**config.mk**
```make
export PLATFORM = sky130hd
export DESIGN_NAME = sudoku_button_conditioner
export DESIGN_NICKNAME = d
export VERILOG_FILES = /design/src/rtl/sudoku_button_conditioner.sv
export SDC_FILE = /design/constraint.sdc
export NUM_CORES = 1
export LEC_CHECK = 0
export ABC_CLOCK_PERIOD_IN_PS = 2300
export CAP_MARGIN = 20
export CORE_MARGIN = 2
export CORE_UTILIZATION = 40
export CTS_BUF_LIST = sky130_fd_sc_hd__clkbuf_8
export DETAILED_ROUTE_END_ITERATION = 16
export PLACE_DENSITY = 0.54
export SYNTH_ARGS = -nofsm -noshare
export SYNTH_HDL_FRONTEND = slang
export SYNTH_SLANG_ARGS = --single-unit
```
**constraint.sdc**
```tcl
create_clock -name Clk -period 2.3 [get_ports Clk]
set_input_delay 0.345 -clock Clk [delete_from_list [all_inputs] [get_ports Clk]]
set_output_delay 0.345 -clock Clk [all_outputs]
set_load 0.02 [all_outputs]
```
**src/rtl/sudoku_button_conditioner.sv**
```systemverilog
// sudoku_button_conditioner
// Conditions the raw Prev/Next/Enter/Start buttons for the Sudoku solver core.
// Every button gets a two-flop synchronizer and its own debounce FSM, and the
// block produces a debounced level (Dpb), a single-clock press pulse (Scen)
// and a press-plus-auto-repeat pulse (Mcen).
//
// Optional feature macro: SUDOKU_BTN_MCEN_EN
//   defined   -> holding a button produces periodic auto-repeat pulses on Mcen
//   undefined -> Mcen is identical to Scen (one pulse per press, no repeat)

module sudoku_button_conditioner #(
    parameter int N_BTN     = 4,
    parameter int WAIT_BITS = 20,
    parameter int HOLD_BITS = 25
) (
    input  logic             Clk,
    input  logic             Reset,
    input  logic [N_BTN-1:0] BtnIn,
    output logic [N_BTN-1:0] Dpb,
    output logic [N_BTN-1:0] Scen,
    output logic [N_BTN-1:0] Mcen
);

    // One counter per button is shared by the press, hold and release phases,
    // so it must be wide enough for the longest of the windows.
    localparam int CNT_BITS = (WAIT_BITS > HOLD_BITS) ? WAIT_BITS : HOLD_BITS;

    // Terminal count of the quiet window used for both press and release.
    localparam logic [CNT_BITS-1:0] WAIT_MAX = CNT_BITS'({WAIT_BITS{1'b1}});

`ifdef SUDOKU_BTN_MCEN_EN
    // Terminal count of the hold window between auto-repeat pulses.
    localparam logic [CNT_BITS-1:0] HOLD_MAX = CNT_BITS'({HOLD_BITS{1'b1}});
`endif

    localparam logic [CNT_BITS-1:0] CNT_ONE  = CNT_BITS'(1);
    localparam logic [CNT_BITS-1:0] CNT_ZERO = '0;

    // One-hot debounce states; outputs are decoded straight from these bits.
`ifdef SUDOKU_BTN_MCEN_EN
    typedef enum logic [5:0] {
        ST_INI  = 6'b000001,
        ST_WQ   = 6'b000010,
        ST_SCEN = 6'b000100,
        ST_HOLD = 6'b001000,
        ST_MCEN = 6'b010000,
        ST_CCR  = 6'b100000
    } btnState_t;
`else
    typedef enum logic [4:0] {
        ST_INI  = 5'b00001,
        ST_WQ   = 5'b00010,
        ST_SCEN = 5'b00100,
        ST_HOLD = 5'b01000,
        ST_CCR  = 5'b10000
    } btnState_t;
`endif

    logic [N_BTN-1:0] syncOneQ;
    logic [N_BTN-1:0] syncTwoQ;

    // Two-flop synchronizer bringing the asynchronous button levels into Clk.
    always_ff @(posedge Clk or negedge Reset) begin
        if (!Reset) begin
            syncOneQ <= '0;
            syncTwoQ <= '0;
        end else begin
            syncOneQ <= BtnIn;
            syncTwoQ <= syncOneQ;
        end
    end

    // Each button owns an independent FSM and counter; buttons never interact.
    for (genvar b = 0; b < N_BTN; b++) begin : gBtn

        btnState_t           stateQ;
        btnState_t           stateD;
        logic [CNT_BITS-1:0] cntQ;
        logic [CNT_BITS-1:0] cntD;
        logic                btnLevel;
        logic                pressHit;
        logic                repeatHit;

        assign btnLevel = syncTwoQ[b];

        // State and counter registers, cleared to idle by reset at any time.
        always_ff @(posedge Clk or negedge Reset) begin
            if (!Reset) begin
                stateQ <= ST_INI;
                cntQ   <= CNT_ZERO;
            end else begin
                stateQ <= stateD;
                cntQ   <= cntD;
            end
        end

        // Next-state logic; the counter restarts from zero on every state entry.
        always_comb begin
            stateD = stateQ;
            cntD   = cntQ;
            case (stateQ)
                ST_INI: begin
                    cntD = CNT_ZERO;
                    if (btnLevel) begin
                        stateD = ST_WQ;
                    end
                end

                ST_WQ: begin
                    if (!btnLevel) begin
                        stateD = ST_INI;
                        cntD   = CNT_ZERO;
                    end else if (cntQ == WAIT_MAX) begin
                        stateD = ST_SCEN;
                        cntD   = CNT_ZERO;
                    end else begin
                        cntD = cntQ + CNT_ONE;
                    end
                end

                ST_SCEN: begin
                    stateD = ST_HOLD;
                    cntD   = CNT_ZERO;
                end

`ifdef SUDOKU_BTN_MCEN_EN
                ST_HOLD: begin
                    if (!btnLevel) begin
                        stateD = ST_CCR;
                        cntD   = CNT_ZERO;
                    end else if (cntQ == HOLD_MAX) begin
                        stateD = ST_MCEN;
                        cntD   = CNT_ZERO;
                    end else begin
                        cntD = cntQ + CNT_ONE;
                    end
                end

                ST_MCEN: begin
                    stateD = ST_HOLD;
                    cntD   = CNT_ZERO;
                end
`else
                ST_HOLD: begin
                    cntD = CNT_ZERO;
                    if (!btnLevel) begin
                        stateD = ST_CCR;
                    end
                end
`endif

                ST_CCR: begin
                    if (btnLevel) begin
                        stateD = ST_HOLD;
                        cntD   = CNT_ZERO;
                    end else if (cntQ == WAIT_MAX) begin
                        stateD = ST_INI;
                        cntD   = CNT_ZERO;
                    end else begin
                        cntD = cntQ + CNT_ONE;
                    end
                end

                default: begin
                    stateD = ST_INI;
                    cntD   = CNT_ZERO;
                end
            endcase
        end

        assign pressHit = (stateQ == ST_SCEN);

`ifdef SUDOKU_BTN_MCEN_EN
        assign repeatHit = (stateQ == ST_MCEN);
`else
        assign repeatHit = 1'b0;
`endif

        assign Scen[b] = pressHit;
        assign Mcen[b] = pressHit | repeatHit;
        assign Dpb[b]  = pressHit | repeatHit | (stateQ == ST_HOLD) | (stateQ == ST_CCR);

    end : gBtn

endmodule

```
Word level (Yosys, flattened, before mapping)
Cells that the tools add are included.
{"block": "op_classes", "add_sub_neg": 4, "eq_ne": 40, "muxes": 44, "bitwise": 8, "n_reduce_logical": 4}
{"cell": "$mux W25", "n": 12}
{"cell": "$pmux W25 S2", "n": 4}
{"cell": "$mux W5", "n": 24}
{"cell": "$add A25 B1 Y25 const B", "n": 4}
{"cell": "$eq A25 B20 Y1 const B", "n": 4}
{"cell": "$pmux W5 S5", "n": 4}
{"cell": "$ne A3 B3 Y1 const B", "n": 8}
{"cell": "$eq A5 B1 Y1 const B", "n": 4}
{"cell": "$eq A5 B2 Y1 const B", "n": 4}
{"cell": "$eq A5 B3 Y1 const B", "n": 4}
{"cell": "$eq A5 B4 Y1 const B", "n": 4}
{"cell": "$eq A5 B5 Y1 const B", "n": 4}
{"cell": "$ne A2 B2 Y1 const B", "n": 8}
{"cell": "$reduce_and A4 Y1", "n": 4}
{"cell": "$or A1 B1 Y1", "n": 8}
{"block": "word_totals", "reg_bits": 128, "input_bits": 6, "output_inout_bits": 12, "elab_cells": 110}

Longest topological paths before layout
Gate-level depths: netlist of run 1.
{"block": "depth", "ltp_word": 4, "depth_mapped": 7, "ltp_nobuf": 5}

Least setup slack after synthesis of run 1
No wires, ideal clock.
{"block": "synth_timing", "kind": "register to register", "from": "register gBtn[1].cntQ[0]", "to": "register gBtn[1].stateQ[2]", "setup_time_ns": 0.096, "arrival_time_ns": 2.039, "required_ns": 2.204, "slack_ns": 0.165, "stages_incl_launch_ff": 7, "path_buffers": 1, "period_less_slack_ns": 2.135, "path_cell_list": "dfrtp_1 > ha_1 > clkbuf_1 > nand3_1 > or4_4 > or4_4 > nor4_2"}
{"block": "synth_via", "elab_chain_len": 3, "word_cells_on_any_way": 4, "cone_classes": "3 x eq/ne; 1 x reduce/logical"}
{"item": "start: declaration", "line_no": "78", "rtl": "logic [CNT_BITS-1:0] cntQ;"}
{"item": "start signal: assignment", "line_no": "93", "rtl": "cntQ <= cntD;"}
{"item": "$eq A25 B20 Y1 (*)", "line_no": "113, 156"}
{"item": "$ne A3 B3 Y1 (no source line)"}
{"item": "$reduce_and A4 Y1 (no source line) (*)"}
{"item": "end signal: assignment", "line_no": "92", "rtl": "stateQ <= stateD;"}
{"item": "end: declaration", "line_no": "76", "rtl": "btnState_t stateQ;"}
Every way passes the cells marked *; elsewhere a longest branch is shown, timed or not.
A chain may end at the register's enable or synchronous reset.

Worst setup path after layout of run 1
{"block": "layout_timing", "from": "register gBtn[2].stateQ[4]", "to": "output port Dpb[2]"}
{"block": "layout_via", "elab_chain_len": 3, "word_cells_on_any_way": 5, "cone_classes": "3 x eq/ne; 2 x bitwise"}
{"item": "start: declaration", "line_no": "76"}
{"item": "start signal: assignment", "line_no": "92"}
{"item": "$eq A5 B3 Y1 / $eq A5 B4 Y1 (equally long branches)", "line_no": "171, 181"}
{"item": "$or A1 B1 Y1", "line_no": "181", "rtl": "assign Dpb[b] = pressHit | repeatHit | (stateQ == ST_HOLD) | (stateQ == ST_CCR);"}
{"item": "$or A1 B1 Y1 (*)", "line_no": "181"}
{"item": "end: declaration", "line_no": "19", "rtl": "output logic [N_BTN-1:0] Dpb,"}
Marked as above.

==> results of run 1 <==
==> cell usage after synthesis, types with 14 or more instances <==
cell      number
a21oi_1       51
and3_1        14
and4_1        17
clkbuf_1      34
dfrtp_1      124
inv_1         17
nand2_1       32
nand3_1       35
nand4_1       34
nor2_1        77
nor3_1        14
o21ai_0       41
or3_1         32
or4_1         16
xnor2_1       21
xor2_1        34
==> placed cells by master (no fill, tap or decap), drive strengths merged, types with 4 or more instances in the layout <==
cell type / n
nand4: 37
ha: 4
nor2: 77
nor4: 11
a21oi: 51
and2: 4
clkdlybuf4s50: 4
xor2: 34
and3: 14
nor2b: 10
dlygate4sd2: 12
clkbuf: 21
o31ai: 12
o21ai: 41
dfrtp: 124
or2: 4
nand3: 35
inv: 19
nand3b: 5
nand2: 32
a211oi: 5
bufinv: 4
nand2b: 9
and4: 17
buf: 19
nor3: 14
or3: 32
or4: 18
or3b: 5
xnor2: 21
dfstp: 4
==> per-layer routing <==
layer / routed length (um) / global-route usage
met4: 201 / 0.0633
met5: 0 / 0
met1: 6510 / 0.211
met3: 366 / 0.0433
met2: 6310 / 0.260
==> logic make-up after synthesis <==
family,Yosys count
compound gates,130
simple gates,330
flops,128
xor+xnor,55
fa+ha+maj,4
buf+inv,62
==> worst reg2reg max path, stage by stage (launching register included) <==
cell      delay, ns
dfrtp_1        0.42
and4_1         0.39
nand4_1        0.24
o21bai_1       0.52
buf_4          0.32
nor2_1         0.09
==> worst paths after layout <==
kind                                   start                end
min in group asynchronous              Reset   gBtn[2].cntQ[15]
setup / recovery           gBtn[2].stateQ[4]             Dpb[2]
hold reg to reg                  syncOneQ[3]        syncTwoQ[3]
hold / removal                      BtnIn[0]        syncOneQ[0]
max in group asynchronous              Reset  gBtn[2].stateQ[0]
setup reg to reg             gBtn[2].cntQ[4]    gBtn[2].cntQ[3]
==> final cells by class <==
type | count | area (um^2)
Tap cell | 220 | 275
Fill cell | 1532 | 8920
Timing Repair Buffer | 36 | 323
Inverter | 17 | 63.8
Multi-Input combinational cell | 519 | 3170
Clock inverter | 11 | 161
Sequential cell | 128 | 3210
Clock buffer | 21 | 289
==> flip-flops by register name, summed over array words and instances, names as in the netlist <==
name and count:
gBtn.stateQ 20, syncTwoQ 4, syncOneQ 4, gBtn.cntQ 100
==> power by group through the flow <==
stage | Sequential (uW) | Combinational [uW] | Clock [uW]
after global routing | 2530 | 611 | 2350
final | 2510 | 536 | 2180
after CTS | 2510 | 546 | 2250
after floorplan | 2460 | 445 | 0
after detailed placement | 2550 | 544 | 0
after global placement | 2540 | 535 | 0
==> metrics by stage <==
step	hold WS [ns]	power [uW]
floorplan	0.0494	2900
global placement	0.291	3080
detailed placement	0.288	3090
CTS	0.296	5300
global route	0.300	5490
finish	0.333	5220
==> timing repair <==
item,4_1_cts,5_1_grt
setup endpoints to repair,12,0
hold endpoints to repair,21,0
resized for setup,13,0
hold buffers,1,0
==> metrics.cfg, run 1 <==
[outcome]
status = finished clean

[floorplan]
rows = 47
die_h_um = 133
die_w_um = 133
fp.dieArea_um2 = 17600
initial_core_util = 0.405
core-area_um2 = 16400
ioPinCount = 18

[finish]
area_growth_pct = 12.9
fin_area_um2 = 7490
final_cells = 952
nNetsFinal = 729
num_antenna_cells = 0
fin_util = 0.457
drive_gt1_frac = 0.101

[power]
p_sw_uw = 1340
pwr-share-comb = 0.103
irDropWorstVdd_mv = 0.420
p_leak_uw = 0.00289
switching_share = 0.256
p_per_area_nw_per_um2 = 697
pwr-share-seq = 0.481
clkPwrFrac = 0.417
p_int_uw = 3890

[worst_setup_path]
startpoint_type = flop
arrival_ns = 1.75
crit_fanout = 6
crit_top_cell = a21oi_1
cp.depth = 5
end_kind = output port
r2r_slack_ns = 0.22
critPathMaxStageDelay_ns = 0.42
worstSetupPathType = flop to output port
cp_num_buf_inv = 1
worst_path_dominant_cell_family = flip-flops
reg2regPathDepth = 5
cp_slowest_cell = dfrtp_1
crit_chain = nand2b_1 -> a21oi_1 -> a21oi_1 -> nor3_1 -> dlygate4sd2_1
worstPathRequired_ns = 1.96

[timing]
finalCritPeriodShare = 0.911
rsz0062_at_grt = no
hold_viol = 0
maxSlewHeadroom = 0.637
max_freq_mhz = 477
setup_violations = 0
tns_ns = 0
finalClockSkew_ns = 0.00680
drv_slew = 0
fin_crit_ns = 2.10
finalWorstSetupSlack_ns = 0.204
tightestPinTransition_ns = 0.543

[clocking]
cts.clk_slew.worst_paths_ns = 0.07
cts_buffer_depth = 2
numCtsBuffers = 17
clk_latency_ns = 0.45
postCtsSetupBuffers = 0
cts_root_buf = clkbuf_8
htree_num_levels = 4
cts.sinks = 128
cts_tree = built

[synth]
syn_area_um2 = 6640
synthArstFlopShare = 1.00
synth_top_family_by_area = simple AND/OR/NAND/NOR gates
synthDistinctLibCells = 52
yosys.area.top_type = dfrtp_1
syn_inst = 709
yosys-top-cells-area = dfrtp_1 (47%), xor2_1 (4.5%), nor2_1 (4.4%), a21oi_1 (3.8%), nand4_1 (3.2%)
synthesis.nets = 719
synth.ff_latch_count = 128
ys_warn_count = 0
synth-compound-area-share = 0.116
yosysSeqAreaShare = 0.483
synth_xor_area_frac = 0.0726
yosys.area_share.adder = 0.00754
synth_simple_gate_area_frac = 0.281
syn_area_per_cell_um2 = 9.36
ys.flop_type = dfrtp_1
synth_top_area_frac = 0.467
synth_edf_count = 0
synthMuxAreaShare = 0

[drt]
drt_iter0_drc = 326
detail_route.wl_per_cell_um = 14.1
routed_wl_um = 13400
drc_errors = 0
via_count = 5216
drt_pass1_iterations = 5
drtAntennaViolNets = 0
via_per_inst = 5.48

[grt]
grt.overflow.total = 0
grt_first_pass_wirelength_um = 23600
track_usage = 0.162
grt_pass1_vias = 5056
grt_max_degree = 51
antenna_found_initial = 0

[worst_hold_path]
hp-class = input port to flop
hold_depth = 1

[place]
placement.io_buffers = 17
dpl_cell_area_um2 = 7040
gp_congestion = 0.800
placed_cells = 919
dp_slack_ns = 0.216
dpl.hpwl_um = 9030

[flow_run]
cap_violations = 0

(Power assumes the default switching activity.)
==> run 2, diff against run 1 <==
DONT_BUFFER_PORTS = 1   (was not set)
PLACE_DENSITY = 0.52   (was 0.54)
==> run 2 against run 1 <==
Compared with the run above:
- the flow now finishes with violations (negative hold slack)
- non-clock buffer count decreased by 9
- hold slack got worse by 0.73 ns
- fmax decreased by 0.59%
- largest power group unchanged
==> metrics.cfg, run 2 (synthesized netlist as in run 1, its figures left out) <==
[outcome]
status = complete, but fails checks  ; was finished clean
violations = negative hold slack

[worst_setup_path]
crit_top_cell = or4_4  ; was a21oi_1
end_kind = flop  ; was output port
worstSetupPathType = flop to flop  ; was flop to output port
reg2regPathDepth = 4  ; was 5
arrival_ns = 2.45  ; was 1.75 ns
critPathMaxStageDelay_ns = 0.58  ; was 0.42 ns
cp_num_buf_inv = 0  ; was 1
crit_fanout = 6  ; unchanged
crit_chain = nand4_2 -> or4_4 -> or4_4 -> nor4_2  ; was nand2b_1 -> a21oi_1 -> a21oi_1 -> nor3_1 -> dlygate4sd2_1
cp_slowest_cell = or4_4  ; was dfrtp_1
worst_path_dominant_cell_family = simple AND/OR/NAND/NOR gates  ; was flip-flops
worstPathRequired_ns = 2.64  ; was 1.96 ns
cp.depth = 4  ; was 5
startpoint_type = flop  ; unchanged

[timing]
maxSlewHeadroom = 0.583  ; was 0.637
hold_viol = 128  ; was 0
max_freq_mhz = 474  ; was 477 MHz
tightestPinTransition_ns = 0.621  ; was 0.543 ns
drv_slew = 0  ; unchanged
tns_ns = 0  ; unchanged
rsz0062_at_grt = no  ; unchanged
whs_ns = -0.395  ; was 0.333 ns
finalWorstSetupSlack_ns = 0.191  ; was 0.204 ns
setup_violations = 0  ; unchanged
fin_crit_ns = 2.11  ; was 2.10 ns
finalClockSkew_ns = 0.0114  ; was 0.00680 ns
finalCritPeriodShare = 0.917  ; was 0.911

[clocking]
hold_buffers = 4  ; was 1
cts_buffer_depth = 2  ; unchanged
clk_latency_ns = 0.44  ; was 0.45 ns
htree_num_levels = 4  ; unchanged
cts_tree = built  ; unchanged
cts_root_buf = clkbuf_8  ; unchanged
cts.sinks = 128  ; unchanged
cts.clk_slew.worst_paths_ns = 0.07  ; about the same
numCtsBuffers = 17  ; unchanged

[power]
pwr-share-seq = 0.480  ; was 0.481
p_sw_uw = 1280  ; was 1340 uW
p_per_area_nw_per_um2 = 709  ; was 697 nW/um^2
irDropWorstVdd_mv = 0.382  ; was 0.420 mV
switching_share = 0.245  ; was 0.256
clkPwrFrac = 0.428  ; was 0.417
p_int_uw = 3960  ; was 3890 uW
pwr-share-comb = 0.092  ; was 0.103
p_leak_uw = 0.00280  ; was 0.00289 uW

[grt]
antenna_found_initial = 0  ; unchanged
grt_max_degree = 129  ; was 51
grt.overflow.total = 0  ; unchanged
grt_first_pass_wirelength_um = 23200  ; was 23600 um
track_usage = 0.158  ; was 0.162
grt_pass1_vias = 5023  ; was 5056

[place]
dpl.hpwl_um = 8460  ; was 9030 um
dpl_cell_area_um2 = 6890  ; was 7040 um^2
dp_slack_ns = 0.189  ; was 0.216 ns
placement.io_buffers = 0  ; was 17
gp_congestion = 0.768  ; was 0.800

[flow_run]
cap_violations = 0  ; unchanged

[drt]
wl_met1_um = 6440  ; was 6510 um
wl_met2_um = 6020  ; was 6310 um
drt_pass1_iterations = 4  ; was 5
routed_wl_um = 12900  ; was 13400 um
drtAntennaViolNets = 0  ; unchanged
via_count = 5122  ; was 5216
met3_length_um = 377  ; was 366 um
drt_iter0_drc = 304  ; was 326
detail_route.wl_per_cell_um = 13.7  ; was 14.1 um
highest_layer = met4  ; unchanged
drc_errors = 0  ; unchanged
via_per_inst = 5.43  ; was 5.48

[floorplan]
ioPinCount = 18  ; unchanged
die_w_um = 133  ; unchanged
die_h_um = 133  ; unchanged
rows = 47  ; unchanged
core-area_um2 = 16400  ; unchanged
fp.dieArea_um2 = 17600  ; unchanged
initial_core_util = 0.405  ; unchanged

[finish]
largest_registers = gBtn.cntQ (100), gBtn.stateQ (20)  ; unchanged
n_fill_cell = 1563  ; was 1532
area_growth_pct = 11.4  ; was 12.9%
nNetsFinal = 720  ; was 729
num_antenna_cells = 0  ; unchanged
final_cell_mix = dfrtp_1 (124), nor2_1 (77), a21oi_1 (51)  ; unchanged
regMostFlops = gBtn.cntQ  ; unchanged
layout_commonest_cell = dfrtp_1  ; unchanged
drive_gt1_frac = 0.108  ; was 0.101
largest_reg_flops = 100  ; unchanged
fin_area_um2 = 7400  ; was 7490 um^2

[worst_hold_path]
hp-class = input port to asynchronous set/reset pin  ; was input port to flop

## run 2: layout make-up
type,count,area (um^2),share of cell area
Sequential cell,128,3210,0.434
Multi-Input combinational cell,519,3170,0.429
Clock buffer,20,275,0.0372
Tap cell,220,275,0.0372
Timing Repair Buffer,27,213,0.0288
Clock inverter,12,190,0.0257
Inverter,17,63.8,0.00863
## run 2: worst paths after layout
kind | slack, ns | to | from
max reg2reg | 0.19 | gBtn[1].stateQ[2] | gBtn[1].cntQ[9]
max in group asynchronous | 2.45 | gBtn[3].stateQ[0] | Reset
min | -0.40 | gBtn[2].cntQ[23] | Reset
max | 0.19 | gBtn[1].stateQ[2] | gBtn[1].cntQ[9]
min in group Clk | 0.35 | syncTwoQ[3] | syncOneQ[3]
min reg2reg | 0.35 | syncTwoQ[3] | syncOneQ[3]
## run 2: metal layers
metal | GRT usage | up-vias
met5 | 0 | -
met4 | 0.0436 | 0
met3 | 0.0406 | 8
met2 | 0.248 | 58
met1 | 0.218 | 2495
li1 | - | 2561
## run 2: what timing repair did
action	in CTS	in global routing
setup buffers	0	0
hold endpoints to repair	132	128
resized for setup	0	0
## run 2: power by group through the flow
stage / clock (uW) / sequential, uW / combinational (uW)
final: 2240 / 2520 / 482
after global placement: 0 / 2550 / 471
after detailed placement: 0 / 2550 / 479
after global routing: 2440 / 2540 / 548
after CTS: 2310 / 2510 / 485
after floorplan: 0 / 2460 / 445
## run 2: per-stage QoR
stage | hold WS [ns] | std cells | utilization | power (uW)
2_1_floorplan | 0.0494 | 709 | - | 2900
6_report | -0.395 | 943 | 0.451 | 5240
3_3_place_gp | 0.0581 | 907 | 0.420 | 3020
3_5_place_dp | 0.0582 | 907 | 0.420 | 3030
5_1_grt | -0.440 | 943 | 0.451 | 5520
4_1_cts | -0.429 | 943 | 0.451 | 5310
## run 2: worst reg2reg max path, stage by stage (launching register included)
cell     delay [ns]
dfrtp_1        0.43
nand4_2        0.19
or4_4          0.58
or4_4          0.55
nor4_2         0.26
==> RTL edit 1, RTL diff (config.mk and constraints of run 2) <==
Make the reset (`Reset`) synchronous in 2 clocked blocks. Comments in the files are not updated.
--- a/src/rtl/sudoku_button_conditioner.sv
+++ b/src/rtl/sudoku_button_conditioner.sv
@@ -60,7 +60,7 @@
     logic [N_BTN-1:0] syncTwoQ;
 
     // Two-flop synchronizer bringing the asynchronous button levels into Clk.
-    always_ff @(posedge Clk or negedge Reset) begin
+    always_ff @(posedge Clk) begin
         if (!Reset) begin
             syncOneQ <= '0;
             syncTwoQ <= '0;
@@ -84,7 +84,7 @@
         assign btnLevel = syncTwoQ[b];
 
         // State and counter registers, cleared to idle by reset at any time.
-        always_ff @(posedge Clk or negedge Reset) begin
+        always_ff @(posedge Clk) begin
             if (!Reset) begin
                 stateQ <= ST_INI;
                 cntQ   <= CNT_ZERO;
Check against the original RTL: same outputs for any inputs over 10 cycles, from zero or initial values and one cycle with Reset low; that may be too few to reach the edited logic, so the function may still have changed.
==> RTL edit 1 against run 2 <==
Register-to-register slack improved by 160 ps; via count rose by 1.9%; highest routed layer unchanged; final area fell by 7.3%; critical path type is now reg -> out; critical endpoint is now Mcen[1]; wire length down 0.79%; sequential cell count is the same; core utilization grew 0.18 points; cell count shrank 1.4%; area after synthesis is 6.8% lower; maximum frequency is 2.2% higher; worst setup slack better by 46 ps; synthesized cell count rose by 3.7%.
Power is not compared: it rests on default switching activity, and its combinational part moved more than twofold at a synthesized area within 25%.
==> RTL edit 1: results (changes against run 2) <==
[synthesis]
synth.avg_cell_area_um2 = 8.420  ; was 9.362 um2
synth_xor_area_share_pct = 7.501  ; was 7.257%
synth_seq_area_share_pct = 41.41  ; was 48.33%
synth_cell_types = 55  ; was 52
synthTopCellsByCount = dfxtp_1 (128), nor2_1 (77), a21oi_1 (51)  ; was dfrtp_1 (124), nor2_1 (77), a21oi_1 (51)
async_flop_share_pct = 0  ; was 100.0%
synthAdderAreaFrac_pct = 0.8087  ; was 0.7540%
ys_top_cells_by_area = dfxtp_1 (41%), nor2_1 (4.7%), a21oi_1 (4.1%), xor2_1 (4.0%), xnor2_1 (3.5%)  ; was dfrtp_1 (47%), xor2_1 (4.5%), nor2_1 (4.4%), a21oi_1 (3.8%), nand4_1 (3.2%)
synthesis.nets = 745  ; was 719
synth-compound-area-share_pct = 13.38  ; was 11.59%

[clock_network]
hold_buffers = 1  ; was 4
ctsLongestPathBuffers = 2  ; unchanged

[final_layout]
nets = 738  ; was 720
fill_cells = 1467  ; was 1,563
layout-drive-gt1-share_pct = 8.232  ; was 10.79%

[global_routing]
grt_max_degree = 28  ; was 129
grt_pass1_wl_um = 22180  ; was 23,160 um
grt_use_total_pct = 16.44  ; was 15.80%
antenna_found_initial = 1  ; was 0
grt_pass1_vias = 4848  ; was 5,023

[status]
outcome = complete, no violations  ; was complete, but fails checks

[place]
placedCellCount = 894  ; was 907
pre_cts_ws_ps = 363.9  ; was 188.7 ps
dp_hpwl_um = 8767  ; was 8465 um
place_congestion = 0.7868  ; was 0.7682

[detailed_routing]
drt-vias-per-instance = 5.611  ; was 5.432
wl_um = 12840  ; was 12,950 um
first_iter_violations = 259  ; was 304
vias = 5218  ; was 5,122

[critical_path]
slowest_stage = dfxtp_1  ; was or4_4
cp_max_fo = 7  ; was 6

[sta]
relSlewSlack_pct = 65.94  ; was 58.25%
finalClockSkew_ps = 10.38  ; was 11.40 ps

[worst_hold_path]
hp-class = in -> reg  ; was in -> async

[RTL edit 1: cell count changes in the layout (fill, tap and decap cells not counted), sizes merged, moves of 6 or more]
cell	delta
and2	+9
dfxtp	+128
nor3b	+6
or3	-6
nor4bb	+6
o21ai	-8
or4	+7
xor2	-6
nor2b	-9
buf	-7
nand2	+14
nor4	+6
dfrtp	-124
o31ai	+7
[RTL edit 1: per-layer routing]
layer / GRT usage (%) / up-vias / part of all wire (%)
li1: - / 2676 / -
met4: 4.977 / 0 / 0.93
met2: 26.81 / 36 / 47
met5: 0 / - / 0
met3: 5.322 / 7 / 3.2
met1: 20.81 / 2499 / 49
[RTL edit 1: stage by stage]
stage               power (uW)  area, um2  hold WS [ps]  utilization [%]
floorplan                 2341       6188         411.9                -
global placement          2344       6344         419.2            41.88
detailed placement        2346       6344         418.1            41.88
CTS                       4683       6833         2.908            45.11
global route              4807       6853        0.1042            45.25
finish                    4607       6855         42.29            45.26
[RTL edit 1: final timing paths]
kind | startpoint | end | slack (ps) | cells past startpoint
worst max register to register | gBtn[2].stateQ[4]$_SDFFE_PN0P_ | gBtn[2].stateQ[0]$_SDFFE_PN1P_ | 350 | 4
worst min register to register | syncOneQ[0]$_SDFF_PN0_ | syncTwoQ[0]$_SDFF_PN0_ | 440 | 1
worst max-delay path | gBtn[1].stateQ[2]$_SDFFE_PN0P_ | Mcen[1] | 240 | 4
worst min-delay path | BtnIn[0] | syncOneQ[0]$_SDFF_PN0_ | 40 | 1
[RTL edit 1: area by class of cell]
type / instances / share of cell area, %
Multi-Input combinational cell: 546 / 48.91
Sequential cell: 128 / 37.38
Clock buffer: 19 / 3.815
Tap cell: 188 / 3.431
Clock inverter: 13 / 3.176
Timing Repair Buffer: 19 / 2.373
Inverter: 16 / 0.8761
Antenna cell: 1 / 0.03650
==> RTL edit 2, RTL diff (config.mk and constraints of run 2) <==
Made on the original files. Build with the macro `SUDOKU_BTN_MCEN_EN` defined.
--- a/src/rtl/sudoku_button_conditioner.sv
+++ b/src/rtl/sudoku_button_conditioner.sv
@@ -7,6 +7,8 @@
 // Optional feature macro: SUDOKU_BTN_MCEN_EN
 //   defined   -> holding a button produces periodic auto-repeat pulses on Mcen
 //   undefined -> Mcen is identical to Scen (one pulse per press, no repeat)
+
+`define SUDOKU_BTN_MCEN_EN
 
 module sudoku_button_conditioner #(
     parameter int N_BTN     = 4,
Check against the original RTL: same outputs for any inputs over 10 cycles, from zero or initial values and one cycle with Reset low; that may be too few to reach the edited logic, so the function may still have changed.
==> RTL edit 2 against run 2 <==
The flow still finishes with violations (hold timing); area after synthesis down 0.32%; power down 5.0%; sequential cell count up 4; worst setup slack worse by 59 ps; synthesized cell count down 3.4%; largest power group unchanged; highest routed layer unchanged; final area up 0.49%; core utilization up 0.38 points; non-clock buffer count up 12; wire length down 1.4%.
==> RTL edit 2: results (changes against run 2) <==
[status]
outcome = complete, but fails checks  ; unchanged
violations = hold timing  ; unchanged

[detailed_routing]
met1_length_um = 6351  ; was 6443 um
met2_length_um = 5921  ; was 6020 um
drt-vias-per-instance = 5.167  ; was 5.432

[critical_path]
cp_max_fo = 9  ; was 6
worstPathArrival_ps = 1820  ; was 2450 ps
slowest_stage = dfrtp_1  ; was or4_4
critical-path-max-stage-delay_ps = 490  ; was 580 ps

[sta]
finalClockSkew_ps = 11.34  ; was 11.40 ps
hold_ws_ps = -393.6  ; was -395.5 ps
hold_viol = 132  ; was 128
worst_pin_slew_ps = 575.3  ; was 621.4 ps

[power]
p_int_uw = 3594  ; was 3958 uW
power_leakage_uw = 0.002980  ; was 0.002804 uW
vdd_drop_max_mv = 0.3534  ; was 0.3816 mV

[global_routing]
use_met2_pct = 24.78  ; was 24.76%
grt_pass1_wl_um = 22450  ; was 23,160 um
grt_max_degree = 133  ; was 129
grtUsageMet1_pct = 20.42  ; was 21.78%

[final_layout]
final_cells = 947  ; was 943
top_regs = gBtn.cntQ (100), gBtn.stateQ (24)  ; was gBtn.cntQ (100), gBtn.stateQ (20)
layout-drive-gt1-share_pct = 10.87  ; was 10.79%

[synthesis]
synth_cell_types = 54  ; was 52
synthesis.nets = 695  ; was 719
synthTopCellsByCount = nor2_1 (131), dfrtp_1 (128), xor2_1 (59)  ; was dfrtp_1 (124), nor2_1 (77), a21oi_1 (51)
synth_seq_area_share_pct = 50.00  ; was 48.33%

[place]
place_congestion = 0.8375  ; was 0.7682
placedCellCount = 911  ; was 907

-- RTL edit 2: area by class of cell --
| class | count | area [um2] |
|---|---|---|
| flip-flops and latches | 132 | 3308 |
| clock inverters | 14 | 116.4 |
| clock buffers | 18 | 247.7 |
| well taps | 220 | 275.3 |
| repair buffers | 39 | 315.3 |
| fillers | 1638 | 8916 |
| inverters | 9 | 33.78 |
| multi-input cells | 515 | 3136 |
-- RTL edit 2: through the flow --
step                instance area, um2  setup slack (ps)
finish                            7432             132.7
global route                      7432             1.214
CTS                               7418             89.68
detailed placement                7008             113.6
global placement                  7008             190.3
floorplan                         6616             204.0
-- RTL edit 2: power by group through the flow --
stage / logic (uW) / registers [uW] / clock network (uW)
2_1_floorplan: 515 / 2560 / 0
3_3_place_gp: 597 / 2610 / 0
3_5_place_dp: 612 / 2610 / 0
4_1_cts: 621 / 2570 / 1870
5_1_grt: 698 / 2590 / 1980
6_report: 622 / 2570 / 1780
-- RTL edit 2: logic make-up after synthesis --
kind of cell	share of synthesized area, %
compound gates	4.974
xor+xnor	13.11
fa+ha+maj	0.7565
buf+inv	2.912
flops	50.00
simple gates	28.25
-- RTL edit 2: path summary, 6_finish.rpt --
path | from | to | slack, ps
min in group Clk | syncOneQ[1]$_DFF_PN0_ | syncTwoQ[1]$_DFF_PN0_ | 350
hold reg to reg | syncOneQ[1]$_DFF_PN0_ | syncTwoQ[1]$_DFF_PN0_ | 350
setup reg to reg | gBtn[1].stateQ[2]$_DFFE_PN0P_ | gBtn[1].cntQ[8]$_DFF_PN0_ | 140
setup / recovery | gBtn[2].stateQ[5]$_DFFE_PN0P_ | Dpb[2] | 130
max in group asynchronous | Reset | gBtn[3].stateQ[0]$_DFFE_PN1P_ | 2470
hold / removal | Reset | gBtn[1].cntQ[1]$_DFF_PN0_ | -390
